`config.mk`:
```
export PLATFORM = sky130hd
export DESIGN_NAME = led7_scan_ctrl
export DESIGN_NICKNAME = d
export VERILOG_FILES = /design/src/rtl/led7_scan_ctrl.sv
export SDC_FILE = /design/constraint.sdc
export NUM_CORES = 1
export LEC_CHECK = 0
export CAP_MARGIN = 5
export CORE_MARGIN = 2
export CORE_UTILIZATION = 54
export DETAILED_ROUTE_END_ITERATION = 12
export PLACE_DENSITY = 0.87
export SYNTH_ARGS = -nofsm -noshare
export SYNTH_HDL_FRONTEND = slang
export SYNTH_SLANG_ARGS = --single-unit
```
`constraint.sdc`:
```
create_clock -name clk -period 2.7 [get_ports clk]
set_input_delay 0.54 -clock clk [delete_from_list [all_inputs] [get_ports clk]]
set_output_delay 0.54 -clock clk [all_outputs]
set_load 0.02 [all_outputs]
```
`src/rtl/led7_scan_ctrl.sv`:
```
// led7_scan_ctrl: time-multiplexed scan controller for the alarm clock's
// seven-segment display. One digit at a time owns the shared BCD decoder;
// each digit slot starts with a short blanked guard gap to prevent ghosting.
// Digit data and masks are snapshotted once per frame so a frame never tears.
// Optional feature macro: LEADING_ZERO_BLANK_EN (dark hour-tens digit when 0).
module led7_scan_ctrl #(
  parameter int NUM_DIGITS   = 6,
  parameter int SCAN_DIV     = 50000,
  parameter int GUARD_CYCLES = 1,
  parameter int BLINK_DIV    = 25
) (
  input  logic                    clk,
  input  logic                    rst_n,
  input  logic [4*NUM_DIGITS-1:0] digits_bcd,
  input  logic [NUM_DIGITS-1:0]   blink_mask,
  input  logic [NUM_DIGITS-1:0]   blank_mask,
  input  logic                    display_on,
  output logic [3:0]              bcd_out,
  output logic                    dec_enable,
  output logic [NUM_DIGITS-1:0]   digit_sel,
  output logic                    frame_tick
);

  localparam int PRE_W  = $clog2(SCAN_DIV);
  localparam int SLOT_W = (NUM_DIGITS > 1) ? $clog2(NUM_DIGITS) : 1;
  localparam int FCNT_W = (BLINK_DIV > 1) ? $clog2(BLINK_DIV) : 1;

  localparam logic [PRE_W-1:0]  PRE_MAX  = PRE_W'(SCAN_DIV - 1);
  localparam logic [PRE_W-1:0]  GUARD    = PRE_W'(GUARD_CYCLES);
  localparam logic [SLOT_W-1:0] SLOT_MAX = SLOT_W'(NUM_DIGITS - 1);
  localparam logic [FCNT_W-1:0] FCNT_MAX = FCNT_W'(BLINK_DIV - 1);

  logic [PRE_W-1:0]        pre;
  logic [SLOT_W-1:0]       slot;
  logic [FCNT_W-1:0]       fcnt;
  logic                    blink_phase;
  logic [4*NUM_DIGITS-1:0] digits_s;
  logic [NUM_DIGITS-1:0]   blink_s;
  logic [NUM_DIGITS-1:0]   blank_s;
  logic                    frame_edge_q;

  logic                    pre_end;
  logic                    slot_end;
  logic                    frame_end;
  logic [3:0]              cur_bcd;
  logic                    cur_blink;
  logic                    cur_blank;
  logic [NUM_DIGITS-1:0]   sel_onehot;
  logic                    vis;

  assign pre_end   = (pre == PRE_MAX);
  assign slot_end  = (slot == SLOT_MAX);
  assign frame_end = pre_end & slot_end;

  // Scan counters, per-frame snapshot and blink phase.
  always_ff @(posedge clk or negedge rst_n) begin
    if (!rst_n) begin
      pre          <= '0;
      slot         <= '0;
      fcnt         <= '0;
      blink_phase  <= 1'b0;
      digits_s     <= '0;
      blink_s      <= '0;
      blank_s      <= '0;
      frame_edge_q <= 1'b0;
    end else begin
      if (pre_end) begin
        pre  <= '0;
        slot <= slot_end ? '0 : slot + SLOT_W'(1);
      end else begin
        pre <= pre + PRE_W'(1);
      end
      if (frame_end) begin
        digits_s <= digits_bcd;
        blink_s  <= blink_mask;
        blank_s  <= blank_mask;
        if (fcnt == FCNT_MAX) begin
          fcnt        <= '0;
          blink_phase <= ~blink_phase;
        end else begin
          fcnt <= fcnt + FCNT_W'(1);
        end
      end
      // Delayed once more at the outputs so the tick lines up with the
      // first output cycle of slot 0 under the new snapshot.
      frame_edge_q <= frame_end;
    end
  end

  // Select the current slot's snapshot data and decide visibility.
  always_comb begin
    cur_bcd    = 4'd0;
    cur_blink  = 1'b0;
    cur_blank  = 1'b0;
    sel_onehot = '0;
    for (int i = 0; i < NUM_DIGITS; i++) begin
      if (slot == SLOT_W'(i)) begin
        cur_bcd       = digits_s[4*i +: 4];
        cur_blink     = blink_s[i];
        cur_blank     = blank_s[i];
        sel_onehot[i] = 1'b1;
      end
    end
    vis = display_on & ~cur_blank & ~(cur_blink & blink_phase) & (pre >= GUARD);
`ifdef LEADING_ZERO_BLANK_EN
    if (slot_end && (cur_bcd == 4'd0)) begin
      vis = 1'b0;
    end
`else
`endif
  end

  // Register the pin outputs one cycle behind the scan state.
  always_ff @(posedge clk or negedge rst_n) begin
    if (!rst_n) begin
      digit_sel  <= '1;
      dec_enable <= 1'b0;
      bcd_out    <= 4'd0;
      frame_tick <= 1'b0;
    end else begin
      digit_sel  <= vis ? ~sel_onehot : '1;
      dec_enable <= vis;
      bcd_out    <= cur_bcd;   // BCD 10-15 passes through; decoder blanks it
      frame_tick <= frame_edge_q;
    end
  end

endmodule
```
==> flow_summary.yaml <==
detailed_routing:
  drtPass1Iterations: 4
  drt-total-wl_mm: 7.19
  antenna_left: 0
  dr_total_vias: 2374
  wl_per_cell_um: 17.2
  drtIter0Drc: 118
  drcViolationCount: 0
  vias_per_cell: 5.67
setup_path:
  slowest_stage: "dfrtp_1"
  crit_buf_inv: 0
  slowest_delay_ps: 660
  critical_path_depth: 7
  worstSetupEndpointType: "flip-flop"
  crit_required_ps: 2970
  worst_setup_path_start_kind: "flip-flop"
  crit_type: "flip-flop to flip-flop"
  crit_family: "simple AND/OR/NAND/NOR gates"
  rr_worst_depth: 7
  crit_end: "digit_sel[4]$_DFF_PN1_"
  r2r-start: "slot[0]$_DFFE_PN0N_"
  reg2reg_to: "digit_sel[4]$_DFF_PN1_"
  cp.arrival_ps: 2630
  worstPathCellList: "and2_1, ha_1, nand4bb_1, a21oi_1, o221ai_1, nand3_1, or3_1"
  reg2reg_slack_ps: 340
  worstPathMaxFanout: 16
  critPathLaunch: "slot[0]$_DFFE_PN0N_"
layout:
  num-nets-final: 384
  areaGrowthSynthToFinish_pct: 23.5
  antenna_cells: 0
  drive_gt1_share_pct: 19.8
clock_network:
  cts_hold_buf: 0
  clock_path_buffers: 2
  cts_tree: "yes"
  cts_root_buffer: "clkbuf_8"
  cts.sinks: 74
  postCtsSetupRepairBufs: 0
  clk_pin_slew_worst_paths_ps: 70
  insertion_delay_ps: 350
  htree_num_levels: 3
  numCtsBuffers: 9
  ctsResizeCount: 0
sta:
  finalCritPeriodShare_pct: 87.6
  skew_ps: 5.15
  tightestPinTransition_ps: 511
  fin_crit_ps: 2360
  slew_headroom_pct: 65.9
  rsz0062_at_grt: "false"
  hold_viol: 0
  holdWs_ps: 156
  slew_violations: 0
  fmaxAchievable_mhz: 423
  finalSetupViolations: 0
  finalSetupTns_ps: 0
global_route:
  grt_pass1_vias: 2521
  grt_pass1_wl_mm: 12.2
  grt_max_degree: 53
  grt_overflow: 0
  track_usage_pct: 22.6
  antenna_found_initial: 0
floorplanning:
  core-area_mm2: 0.00599
  dieHeight_um: 83.3
  die_w_um: 83.3
  top_level_ports: 51
  dieArea_mm2: 0.00693
  rows: 28
  start_util_pct: 56.6
placement:
  place.gp.congestion: 0.853
  dp_hpwl_mm: 4.96
  io_buffers: 50
synthesis:
  synth_edf_count: 0
  syn-cell-area_mm2: 0.00339
  syn-num-nets: 332
  ys_ff_latch: 74
  avgSynthCellArea_um2: 11.8
  ys.flop_type: "dfrtp_1"
  ys_seq_area_share_pct: 54.8
  syn_inst: 287
  synthDistinctLibCells: 46
  ys_warn_count: 0
  async_flop_share_pct: 100
power_and_ir_drop:
  ir_drop_v: 0.000389
  leakagePower_nw: 1.77
  power.density_mw_per_mm2: 548
run:
  drv_cap: 0
worst_hold_path:
  hold_path_class: "input port to asynchronous set/reset pin"
run_status:
  status: "complete, no violations"
[flip-flops by register name, summed over array words and instances (netlist names)]
signal        count
pre              16
blink_phase       1
frame_tick        1
digits_s         24
slot              3
blink_s           6
digit_sel         6
fcnt              5
blank_s           6
dec_enable        1
frame_edge_q      1
bcd_out           4
[metrics by stage]
stage               instance area [um2]  power [W]  setup WS, ps  std cells  utilization, %
global route                       4190    0.00239           122        419            69.9
CTS                                4190    0.00232           344        419            69.9
detailed placement                 3950    0.00132           342        403            66.0
finish                             4190    0.00230           335        419            69.9
global placement                   3950    0.00132           502        403            66.0
floorplan                          3390    0.00122           442        287               -
[synthesized netlist by cell type, types with 2 or more instances]
master / count / area (um2)
ha_1: 6 / 75.1
xor2_1: 5 / 43.8
mux2_4: 7 / 105
buf_6: 2 / 22.5
o211ai_1: 5 / 37.5
and2_1: 3 / 18.8
o2bb2ai_1: 2 / 17.5
a2bb2oi_1: 4 / 35.0
a21oi_1: 4 / 20.0
nand4_1: 4 / 25.0
and4b_1: 2 / 20.0
nand2_1: 21 / 78.8
nand2b_1: 3 / 18.8
nand3b_1: 5 / 37.5
or3_1: 3 / 18.8
dfstp_2: 6 / 158
mux2_1: 2 / 22.5
nor4_1: 2 / 12.5
buf_2: 3 / 15.0
o21ai_0: 18 / 90.1
clkbuf_1: 6 / 22.5
mux2i_1: 2 / 20.0
nor2b_1: 4 / 25.0
nor3_1: 6 / 30.0
inv_1: 7 / 26.3
nand3_1: 10 / 50.1
nor2_1: 22 / 82.6
mux2_2: 30 / 338
xnor2_1: 9 / 78.8
dfrtp_1: 68 / 1700
[worst register-to-register path: stages, from the launching register on]
cell	delay, ps
dfrtp_1	660
and2_1	210
ha_1	370
nand4bb_1	190
a21oi_1	90
o221ai_1	240
nand3_1	180
or3_1	350
[layout make-up]
class,instances,area [um2]
Clock buffer,12,165
Clock inverter,4,72.6
Fill cell,423,1800
Inverter,7,26.3
Multi-Input combinational cell,193,1440
Sequential cell,74,1860
Tap cell,75,93.8
Timing Repair Buffer,54,538
[report_power, final]
part	switching (W)	internal [W]
clock network	0.000402	0.000594
logic	0.0000539	0.0000890
registers	0.0000171	0.00114
[how the worst min path moves through the flow]
| stage | depth (start not counted) | to | slack [ps] | from |
|---|---|---|---|---|
| 2_1_floorplan | 0 | bcd_out[0]$_DFF_PN0_ | 240 | rst_n |
| 5_1_grt | 1 | blink_s[2]$_DFFE_PN0P_ | 190 | rst_n |
| 4_1_cts | 1 | blink_s[2]$_DFFE_PN0P_ | 160 | rst_n |
| 3_5_place_dp | 0 | frame_tick$_DFF_PN0_ | 370 | frame_edge_q$_DFF_PN0_ |
| 3_3_place_gp | 0 | frame_tick$_DFF_PN0_ | 350 | frame_edge_q$_DFF_PN0_ |
| 6_report | 1 | blink_s[2]$_DFFE_PN0P_ | 160 | rst_n |
[placed cells by master, fill, tap and decap left out, types with 2 or more instances in the layout]
cell type,n
dfrtp_1,68
clkdlybuf4s50_1,49
mux2_2,30
nor2_1,22
nand2_1,21
o21ai_0,18
clkbuf_8,12
nand3_1,10
xnor2_1,9
inv_1,7
mux2_4,7
nor3_1,6
ha_1,6
dfstp_2,6
o211ai_1,5
nand3b_1,5
xor2_1,5
a21oi_1,4
nor2b_1,4
a2bb2oi_1,4
nand4_1,4
nand2b_1,3
or3_1,3
and2_1,3
buf_4,3
o2bb2ai_1,2
mux2i_1,2
nor4_1,2
and4b_1,2
mux2_1,2
bufinv_16,2
[cell families (layout without fill, tap and decap cells)]
kind of cell,count (synthesis),count (layout),share of synthesized area [%]
xor gates and xnor gates,14,14,3.61
DFF,74,74,54.8
muxes,41,41,14.3
adders and majority gates,6,6,2.21
AOI/OAI and AO/OA,39,39,7.30
buffers and inverters,20,77,2.88
and+or+nand+nor,93,93,14.9
[per-layer routing]
layer	track usage, %	vias up	part of all wire [%]
li1	-	1113	-
met1	29.5	1193	44
met2	36.7	60	51
met3	3.98	8	4.1
met4	10.7	0	1.4
met5	0	-	0
Note: power is estimated with default switching activity, not from simulation.
